===== config.mk =====
export PLATFORM = sky130hd
export DESIGN_NAME = hazard_unit
export DESIGN_NICKNAME = d
export VERILOG_FILES = /design/src/rtl/rv32i_types.sv /design/src/rtl/hzd_sat_counter.sv /design/src/rtl/hazard_unit.sv
export SDC_FILE = /design/constraint.sdc
export NUM_CORES = 1
export LEC_CHECK = 0
export BUFFER_PORTS_ARGS = -buffer_cell sky130_fd_sc_hd__clkbuf_2
export CAP_MARGIN = 0
export CELL_PAD_IN_SITES_DETAIL_PLACEMENT = 0
export CELL_PAD_IN_SITES_GLOBAL_PLACEMENT = 2
export CORE_MARGIN = 2
export CORE_UTILIZATION = 33
export CTS_BUF_LIST = sky130_fd_sc_hd__clkbuf_8
export DETAILED_ROUTE_END_ITERATION = 7
export PLACE_DENSITY_LB_ADDON = 0.05
export SYNTH_ARGS = -nofsm -noshare
export SYNTH_HDL_FRONTEND = slang
export SYNTH_SLANG_ARGS = --single-unit

===== constraint.sdc =====
create_clock -name clk -period 2.5 [get_ports clk]
set_clock_uncertainty 0.05 [all_clocks]
set_input_delay 0.5 -clock clk [delete_from_list [all_inputs] [get_ports clk]]
set_output_delay 0.5 -clock clk [all_outputs]
set_load 0.05 [all_outputs]

===== src/rtl/rv32i_types.sv =====
// +----------------------------------------------------------------------+
// | rv32i_types: shared RV32I core types                                 |
// | Rev 1.0                                                              |
// +----------------------------------------------------------------------+
`default_nettype none

package rv32i_types;

  typedef logic [4:0] rv32i_reg;

endpackage : rv32i_types

`default_nettype wire


===== src/rtl/hzd_sat_counter.sv =====
// +----------------------------------------------------------------------+
// | hzd_sat_counter: event counter that sticks at all-ones               |
// | Rev 1.0                                                              |
// +----------------------------------------------------------------------+
`default_nettype none

module hzd_sat_counter #(
  parameter int CNT_W = 32
) (
  input  logic             clk,
  input  logic             rst_n,
  input  logic             inc,
  output logic [CNT_W-1:0] count
);

  localparam logic [CNT_W-1:0] c_max = '1;

  logic [CNT_W-1:0] r_count;

  always_ff @(posedge clk or negedge rst_n) begin
    if (!rst_n) begin
      r_count <= '0;
    end else if (inc && (r_count != c_max)) begin
      r_count <= r_count + CNT_W'(1);
    end
  end

  assign count = r_count;

endmodule : hzd_sat_counter

`default_nettype wire


===== src/rtl/hazard_unit.sv =====
// +----------------------------------------------------------------------+
// | hazard_unit: load-use, redirect and cache-miss stall controller      |
// | Rev 1.0                                                              |
// +----------------------------------------------------------------------+
`default_nettype none

module hazard_unit
  import rv32i_types::*;
#(
  parameter int CNT_W = 32
) (
  input  logic             clk,
  input  logic             rst_n,
  input  rv32i_reg         id_rs1,
  input  rv32i_reg         id_rs2,
  input  logic             id_use_rs1,
  input  logic             id_use_rs2,
  input  rv32i_reg         ex_rd,
  input  logic             ex_mem_read,
  input  logic             br_redirect,
  input  logic             imem_read,
  input  logic             imem_resp,
  input  logic             dmem_read,
  input  logic             dmem_write,
  input  logic             dmem_resp,
  output logic             load_pc,
  output logic             load_if_id,
  output logic             load_id_ex,
  output logic             load_ex_mem,
  output logic             load_mem_wb,
  output logic             bubble_id_ex,
  output logic             flush_if_id,
  output logic             imem_gate,
  output logic             dmem_gate,
  output logic [CNT_W-1:0] stall_cnt,
  output logic [CNT_W-1:0] lu_cnt,
  output logic [CNT_W-1:0] flush_cnt
);

  logic r_i_done;
  logic r_d_done;

  logic w_d_req;
  logic w_i_wait;
  logic w_d_wait;
  logic w_mem_stall;
  logic w_load_use;
  logic w_stall_inc;
  logic w_lu_inc;
  logic w_flush_inc;

  assign w_d_req     = dmem_read | dmem_write;
  assign w_i_wait    = imem_read & ~imem_resp & ~r_i_done;
  assign w_d_wait    = w_d_req & ~dmem_resp & ~r_d_done;
  assign w_mem_stall = w_i_wait | w_d_wait;

  assign w_load_use = ex_mem_read && (ex_rd != 5'd0) &&
                      ((id_use_rs1 && (id_rs1 == ex_rd)) ||
                       (id_use_rs2 && (id_rs2 == ex_rd)));

  always_comb begin
    load_pc      = 1'b0;
    load_if_id   = 1'b0;
    load_id_ex   = 1'b0;
    load_ex_mem  = 1'b0;
    load_mem_wb  = 1'b0;
    bubble_id_ex = 1'b0;
    flush_if_id  = 1'b0;
    w_stall_inc  = 1'b0;
    w_lu_inc     = 1'b0;
    w_flush_inc  = 1'b0;
    if (!rst_n) begin
      // Everything stays frozen while reset is held.
    end else if (w_mem_stall) begin
      w_stall_inc = 1'b1;
    end else if (br_redirect) begin
      load_pc      = 1'b1;
      load_if_id   = 1'b1;
      load_id_ex   = 1'b1;
      load_ex_mem  = 1'b1;
      load_mem_wb  = 1'b1;
      bubble_id_ex = 1'b1;
      flush_if_id  = 1'b1;
      w_flush_inc  = 1'b1;
    end else if (w_load_use) begin
      load_id_ex   = 1'b1;
      load_ex_mem  = 1'b1;
      load_mem_wb  = 1'b1;
      bubble_id_ex = 1'b1;
      w_lu_inc     = 1'b1;
    end else begin
      load_pc      = 1'b1;
      load_if_id   = 1'b1;
      load_id_ex   = 1'b1;
      load_ex_mem  = 1'b1;
      load_mem_wb  = 1'b1;
    end
  end

  // Flags only set while frozen and only clear when the pipe advances.
  always_ff @(posedge clk or negedge rst_n) begin
    if (!rst_n) begin
      r_i_done <= 1'b0;
      r_d_done <= 1'b0;
    end else if (w_mem_stall) begin
      if (imem_resp) r_i_done <= 1'b1;
      if (dmem_resp) r_d_done <= 1'b1;
    end else if (load_mem_wb) begin
      r_i_done <= 1'b0;
      r_d_done <= 1'b0;
    end
  end

  assign imem_gate = ~r_i_done;
  assign dmem_gate = ~r_d_done;

  hzd_sat_counter #(.CNT_W(CNT_W)) u_stall_cnt (
    .clk   (clk),
    .rst_n (rst_n),
    .inc   (w_stall_inc),
    .count (stall_cnt)
  );

  hzd_sat_counter #(.CNT_W(CNT_W)) u_lu_cnt (
    .clk   (clk),
    .rst_n (rst_n),
    .inc   (w_lu_inc),
    .count (lu_cnt)
  );

  hzd_sat_counter #(.CNT_W(CNT_W)) u_flush_cnt (
    .clk   (clk),
    .rst_n (rst_n),
    .inc   (w_flush_inc),
    .count (flush_cnt)
  );

endmodule : hazard_unit

`default_nettype wire


After elaboration in Yosys (flattened, before gate mapping)
Cells that the tools add are included.
{ "word_totals": {"register_bits": 98, "latch_bits": 0, "ramBits": 0, "rom_bits": 0, "elab_cells": 60, "n_memories": 0} }
{ "classes": {"add_sub_neg": 3, "multipliers": 0, "div": 0, "n_lt_le_gt_ge": 0, "n_eq_ne": 7, "shifts": 0, "mux": 23, "n_bitwise": 10, "n_reduce_logical": 12} }
{ "ops": {"columns": ["operator", "count"], "rows": [
  ["adder 32 x 1 -> 32 bit, second input constant", 3],
  ["inequality test 32 bit, second input constant", 3],
  ["two-way mux 1 bit", 23],
  ["== test 5 bit", 2],
  ["logical AND 1 bit", 7],
  ["nonzero test 5 bit", 1],
  ["AND 1 bit", 4],
  ["inequality test 2 bit, second input constant", 2],
  ["NOT 1 bit", 4],
  ["AND reduction 2 bit", 2],
  ["bitwise OR 1 bit", 2],
  ["nonzero test 2 bit", 1],
  ["logical OR 1 bit", 1]
]} }

Longest topological paths before layout
{ "depth": {"word_depth": 9, "mapped_depth": 8, "ltp_nobuf": 7} }

Cells and area by module
Synthesis repeated with hierarchy kept, for this count alone.
{ "hier_totals": {"cells_unflattened": 492, "area_unflattened_um2": 5185.0} }
{ "by_module_without_submodules": {"columns": ["mod", "instances", "cells_each", "area_each_um2", "seq_area_each_um2"], "rows": [
  ["hzd_sat_counter", 3, 151, 1624.1, 800.8],
  ["hazard_unit", 1, 39, 312.8, 50.0]
]} }

Least setup slack after synthesis
Ideal clock, no wire load.
{ "synth_timing": {"kind": "input to output", "startpoint": "in ex_rd[1]", "endpoint": "out load_pc", "arrival_ps": 2509, "setup_slack_ps": -559, "path_stages": 6, "n_path_buf": 1, "path_cell_list": "or4_1 -> o21ai_0 -> nand2b_1 -> nor2_1 -> nor2_1 -> buf_4"} }
{ "synth_between": {"elab_chain_len": 8} }
{ "synth_rtl": {"columns": ["element", "line", "text"], "rows": [
  ["from (decl)", "hazard_unit.sv:18", "input rv32i_reg ex_rd,"],
  ["== test 5 bit, on equally long branches", "hazard_unit.sv:58, hazard_unit.sv:59", null],
  ["logical AND 1 bit, on equally long branches", "hazard_unit.sv:58, hazard_unit.sv:59", null],
  ["logical OR 1 bit", "hazard_unit.sv:58", "((id_use_rs1 && (id_rs1 == ex_rd)) ||"],
  ["logical AND 1 bit *", "hazard_unit.sv:57", "assign w_load_use = ex_mem_read && (ex_rd != 5'd0) &&"],
  ["two-way mux 1 bit * (4 in a row)", null, null],
  ["to (decl)", "hazard_unit.sv:26", "output logic load_pc,"]
]} }
Every way passes the cells marked *; elsewhere a longest branch is shown, timed or not.

Worst setup path after layout
{ "layout_timing": {"startpoint": "in ex_rd[1]", "endpoint": "out bubble_id_ex"} }
{ "layout_between": {"elab_chain_len": 8} }
{ "layout_rtl": {"columns": ["element", "line", "text"], "rows": [
  ["== test 5 bit, on equally long branches", "hazard_unit.sv:58, hazard_unit.sv:59", null],
  ["logical AND 1 bit, on equally long branches", "hazard_unit.sv:58, hazard_unit.sv:59", null],
  ["logical OR 1 bit", "hazard_unit.sv:58", null],
  ["logical AND 1 bit *", "hazard_unit.sv:57", null],
  ["two-way mux 1 bit *", "hazard_unit.sv:85", "end else if (w_load_use) begin"],
  ["two-way mux 1 bit *", "hazard_unit.sv:76", "end else if (br_redirect) begin"],
  ["two-way mux 1 bit *", "hazard_unit.sv:74", "end else if (w_mem_stall) begin"],
  ["two-way mux 1 bit *", "hazard_unit.sv:72", "if (!rst_n) begin"],
  ["to (decl)", "hazard_unit.sv:31", "output logic bubble_id_ex,"]
]} }
Marks and branches as above.

==> impl_metrics.sql <==
INSERT INTO impl_metrics (metric_group, metric, value, unit) VALUES
('outcome', 'outcome', 'finished clean', ''),
('synth', 'synth.net_count', '511', ''),
('route', 'ant_nets', '0', ''),
('worst_setup_path', 'critical_path_class', 'input pin to output pin', ''),
('sta', 'unrepaired_setup_endpoints_after_global_routing', 'false', ''),
('placed_design', 'detailedPlacementHpwl', '9165', 'um'),
('final_layout', 'drive_above_1_share', '0.2844', ''),
('synth', 'synthesized_instance_count', '482', ''),
('synth', 'yosysMostFrequentCell', 'sky130_fd_sc_hd__dfrtp_1', ''),
('die', 'start_util', '0.3366', ''),
('sta', 'fin_tns_setup', '0', 'ns'),
('die', 'floorplan.io_pins', '131', ''),
('die', 'num_rows', '44', ''),
('synth', 'asyncSetResetFlopFracSynth', '1.000', ''),
('synth', 'syn-cell-area', '4873', 'um2'),
('placed_design', 'preCtsSetupSlack', '-0.0008922', 'ns'),
('synth', 'synth.distinct_cells', '40', ''),
('clock_tree', 'ctsRootBufferMaster', 'sky130_fd_sc_hd__clkbuf_8', ''),
('clock_tree', 'cts_inserted_buffers', '9', ''),
('grt', 'grt_first_pass_wirelength', '20350', 'um'),
('clock_tree', 'worstSkewPairLatency', '0.38', 'ns'),
('placed_design', 'dp.cells', '807', ''),
('sta', 'setup_violations', '0', ''),
('final_layout', 'layout.cell_area.non_filler', '6100', 'um2'),
('route', 'vias', '3986', ''),
('sta', 'max_freq', '0.4148', 'GHz'),
('route', 'drt-pass1-iter-count', '6', ''),
('worst_setup_path', 'worst_setup_path_start_kind', 'input pin', ''),
('synth', 'yosys_register_bits', '98', ''),
('synth', 'synthFlopType', 'sky130_fd_sc_hd__dfrtp_1', ''),
('synth', 'synth_top_area_frac', '0.5032', ''),
('final_layout', 'antenna-diode-count', '0', ''),
('final_layout', 'final_cell_count_no_fill', '824', ''),
('final_layout', 'syn_to_final_growth', '25.16', '%'),
('clock_tree', 'clk_transition_reported_paths', '0.11', 'ns'),
('synth', 'postSynthAreaPerCell', '10.11', 'um2'),
('sta', 'final_hold_violations', '0', ''),
('worst_setup_path', 'worst_ep_required_time', '1.95', 'ns'),
('sta', 'period_share', '0.9643', ''),
('placed_design', 'port_buffers', '130', ''),
('synth', 'yosys_warnings', '0', ''),
('clock_tree', 'htree_num_levels', '3', ''),
('route', 'routedWlPerCell', '14.93', 'um'),
('worst_setup_path', 'worst_ep_arrival_time', '1.86', 'ns'),
('route', 'first_iter_violations', '183', ''),
('pwr', 'ir_worst_vdd', '0.0005084', 'V'),
('route', 'via_per_inst', '4.837', ''),
('sta', 'setup_slack', '0.08926', 'ns'),
('worst_setup_path', 'setup.worst_path.end_class', 'output pin', ''),
('pwr', 'power.density', '604.2', 'nW/um2'),
('grt', 'grt.total_usage', '0.1605', ''),
('die', 'design.die.area', '15760', 'um2'),
('die', 'fp.dieH', '125.5', 'um'),
('placed_design', 'gp_routability_congestion', '0.7645', ''),
('sta', 'timing_max_transition_violations_final', '0', ''),
('sta', 'maxSlewHeadroom', '0.6116', ''),
('synth', 'synth.yosys.seq_area_share', '0.5032', ''),
('placed_design', 'postPlaceCellArea', '5856', 'um2'),
('worst_setup_path', 'reg2reg_depth', '7', ''),
('die', 'core', '14480', 'um2'),
('route', 'drcViolationCount', '0', ''),
('clock_tree', 'post_cts_buffers', '0', ''),
('synth', 'post_synth_main_area_contributors', 'sky130_fd_sc_hd__dfrtp_1 (50%), sky130_fd_sc_hd__xnor2_1 (9.5%), sky130_fd_sc_hd__xor2_1 (8.6%)', ''),
('clock_tree', 'clock_tree_from_tritoncts', 'done', ''),
('final_layout', 'num-fill-cells', '1460', ''),
('clock_tree', 'cts.path.max_buffers', '2', ''),
('grt', 'grt_antenna_before_repair', '0', ''),
('min_path', 'worst_hold_path_type', 'input pin to asynchronous set/reset pin', ''),
('final_layout', 'nNetsFinal', '664', ''),
('synth', 'synth-edff-count', '0', ''),
('die', 'die_width', '125.5', 'um');
-- flip-flops by register name, summed over array words and instances, names as in the netlist --
signal / cells
u_flush_cnt.count: 32
u_lu_cnt.count: 32
u_stall_cnt.count: 32
r_d_done: 1
r_i_done: 1
-- path summary, 6_finish.rpt --
path,end,from,slack (ns)
worst max-delay path,bubble_id_ex,ex_rd[1],0.09
worst min-delay path,u_stall_cnt.count[22],rst_n,0.09
worst max register to register,u_stall_cnt.count[20],u_stall_cnt.count[0],0.26
worst min register to register,u_flush_cnt.count[31],u_flush_cnt.count[31],0.45
max in group asynchronous,u_stall_cnt.count[2],rst_n,1.35
min in group clk,r_i_done,imem_resp,0.33
-- layout by cell type, fill, tap and decap left out, types with 2 or more instances in the layout --
cell type                  Yosys  final
sky130_fd_sc_hd__a21oi_1       2      2
sky130_fd_sc_hd__o21a_1        2      2
sky130_fd_sc_hd__nor3_1       33     33
sky130_fd_sc_hd__dfrtp_1      98     98
sky130_fd_sc_hd__mux2_2        2      2
sky130_fd_sc_hd__or2_2         2      2
sky130_fd_sc_hd__nor4_2        3      3
sky130_fd_sc_hd__nor4_1       10     10
sky130_fd_sc_hd__buf_4         6     22
sky130_fd_sc_hd__clkbuf_2      0    127
sky130_fd_sc_hd__ha_1          3      3
sky130_fd_sc_hd__and3_1        7      7
sky130_fd_sc_hd__or3_1         3      3
sky130_fd_sc_hd__and2_1        3      3
sky130_fd_sc_hd__nand2b_1      2      2
sky130_fd_sc_hd__nand2_1      49     49
sky130_fd_sc_hd__nand3_1      42     42
sky130_fd_sc_hd__clkbuf_8      0     12
sky130_fd_sc_hd__nor2_4        1      2
sky130_fd_sc_hd__inv_1        18     19
sky130_fd_sc_hd__o21ai_0       3      2
sky130_fd_sc_hd__xor2_1       48     48
sky130_fd_sc_hd__nor2_1       40     39
sky130_fd_sc_hd__xnor2_1      53     53
sky130_fd_sc_hd__or4_1         2      2
sky130_fd_sc_hd__nand4_1      31     31
sky130_fd_sc_hd__and4_1        3      3
-- through the flow --
stage	utilization	hold slack, ns
detailed placement	0.4044	0.3128
CTS	0.4203	0.07372
global placement	0.4044	0.3134
finish	0.4213	0.09469
global route	0.4213	0.09343
floorplan	-	0.1544
-- worst max-delay path, stage by stage --
cell and delay (ns):
sky130_fd_sc_hd__clkbuf_2 0.11, sky130_fd_sc_hd__or4_1 0.53, sky130_fd_sc_hd__o21ai_2 0.15, sky130_fd_sc_hd__nand2b_1 0.16
sky130_fd_sc_hd__buf_4 0.12, sky130_fd_sc_hd__a21oi_1 0.05, sky130_fd_sc_hd__clkbuf_2 0.23
-- what timing repair did --
action	4_1_cts	5_1_grt
gates cloned	0	0
endpoints found under the hold margin	6	0
endpoints found under the setup margin	2	6
hold buffers	1	0
resized for setup	2	4
-- final cells by class --
| class | instances | area (um2) | share of cell area |
|---|---|---|---|
| Clock buffer | 12 | 165.2 | 0.02708 |
| Clock inverter | 4 | 50.05 | 0.008205 |
| Inverter | 18 | 67.56 | 0.01108 |
| Multi-Input combinational cell | 358 | 2323 | 0.3809 |
| Sequential cell | 98 | 2452 | 0.4021 |
| Tap cell | 184 | 230.2 | 0.03774 |
| Timing Repair Buffer | 150 | 810.8 | 0.1329 |
-- report_power, final --
| part | switching, W | internal, W | leakage, nW |
|---|---|---|---|
| Sequential | 0.000130 | 0.00168 | 1.30 |
| Combinational | 0.000551 | 0.000202 | 1.58 |
| Clock | 0.000582 | 0.000544 | 0.110 |
-- metal layers --
metal / vias to the layer above / GRT usage / wire [um]
met5: - / 0 / 0
met4: 0 / 0.05686 / 209
met3: 14 / 0.02696 / 445
met2: 82 / 0.2420 / 5631
met1: 1915 / 0.2333 / 6014
li1: 1975 / - / -
-- kinds of logic (layout without fill, tap and decap cells) --
| logic type | Yosys count | count (layout) | synth area share |
|---|---|---|---|
| mux | 2 | 2 | 0.004621 |
| buf+inv | 26 | 184 | 0.02516 |
| xor+xnor | 101 | 101 | 0.1815 |
| flops | 98 | 98 | 0.5032 |
| simple gates | 235 | 235 | 0.2460 |
| fa+ha+maj | 3 | 3 | 0.007703 |
| compound gates | 17 | 17 | 0.03184 |
Power figures use the tool's default switching activity.
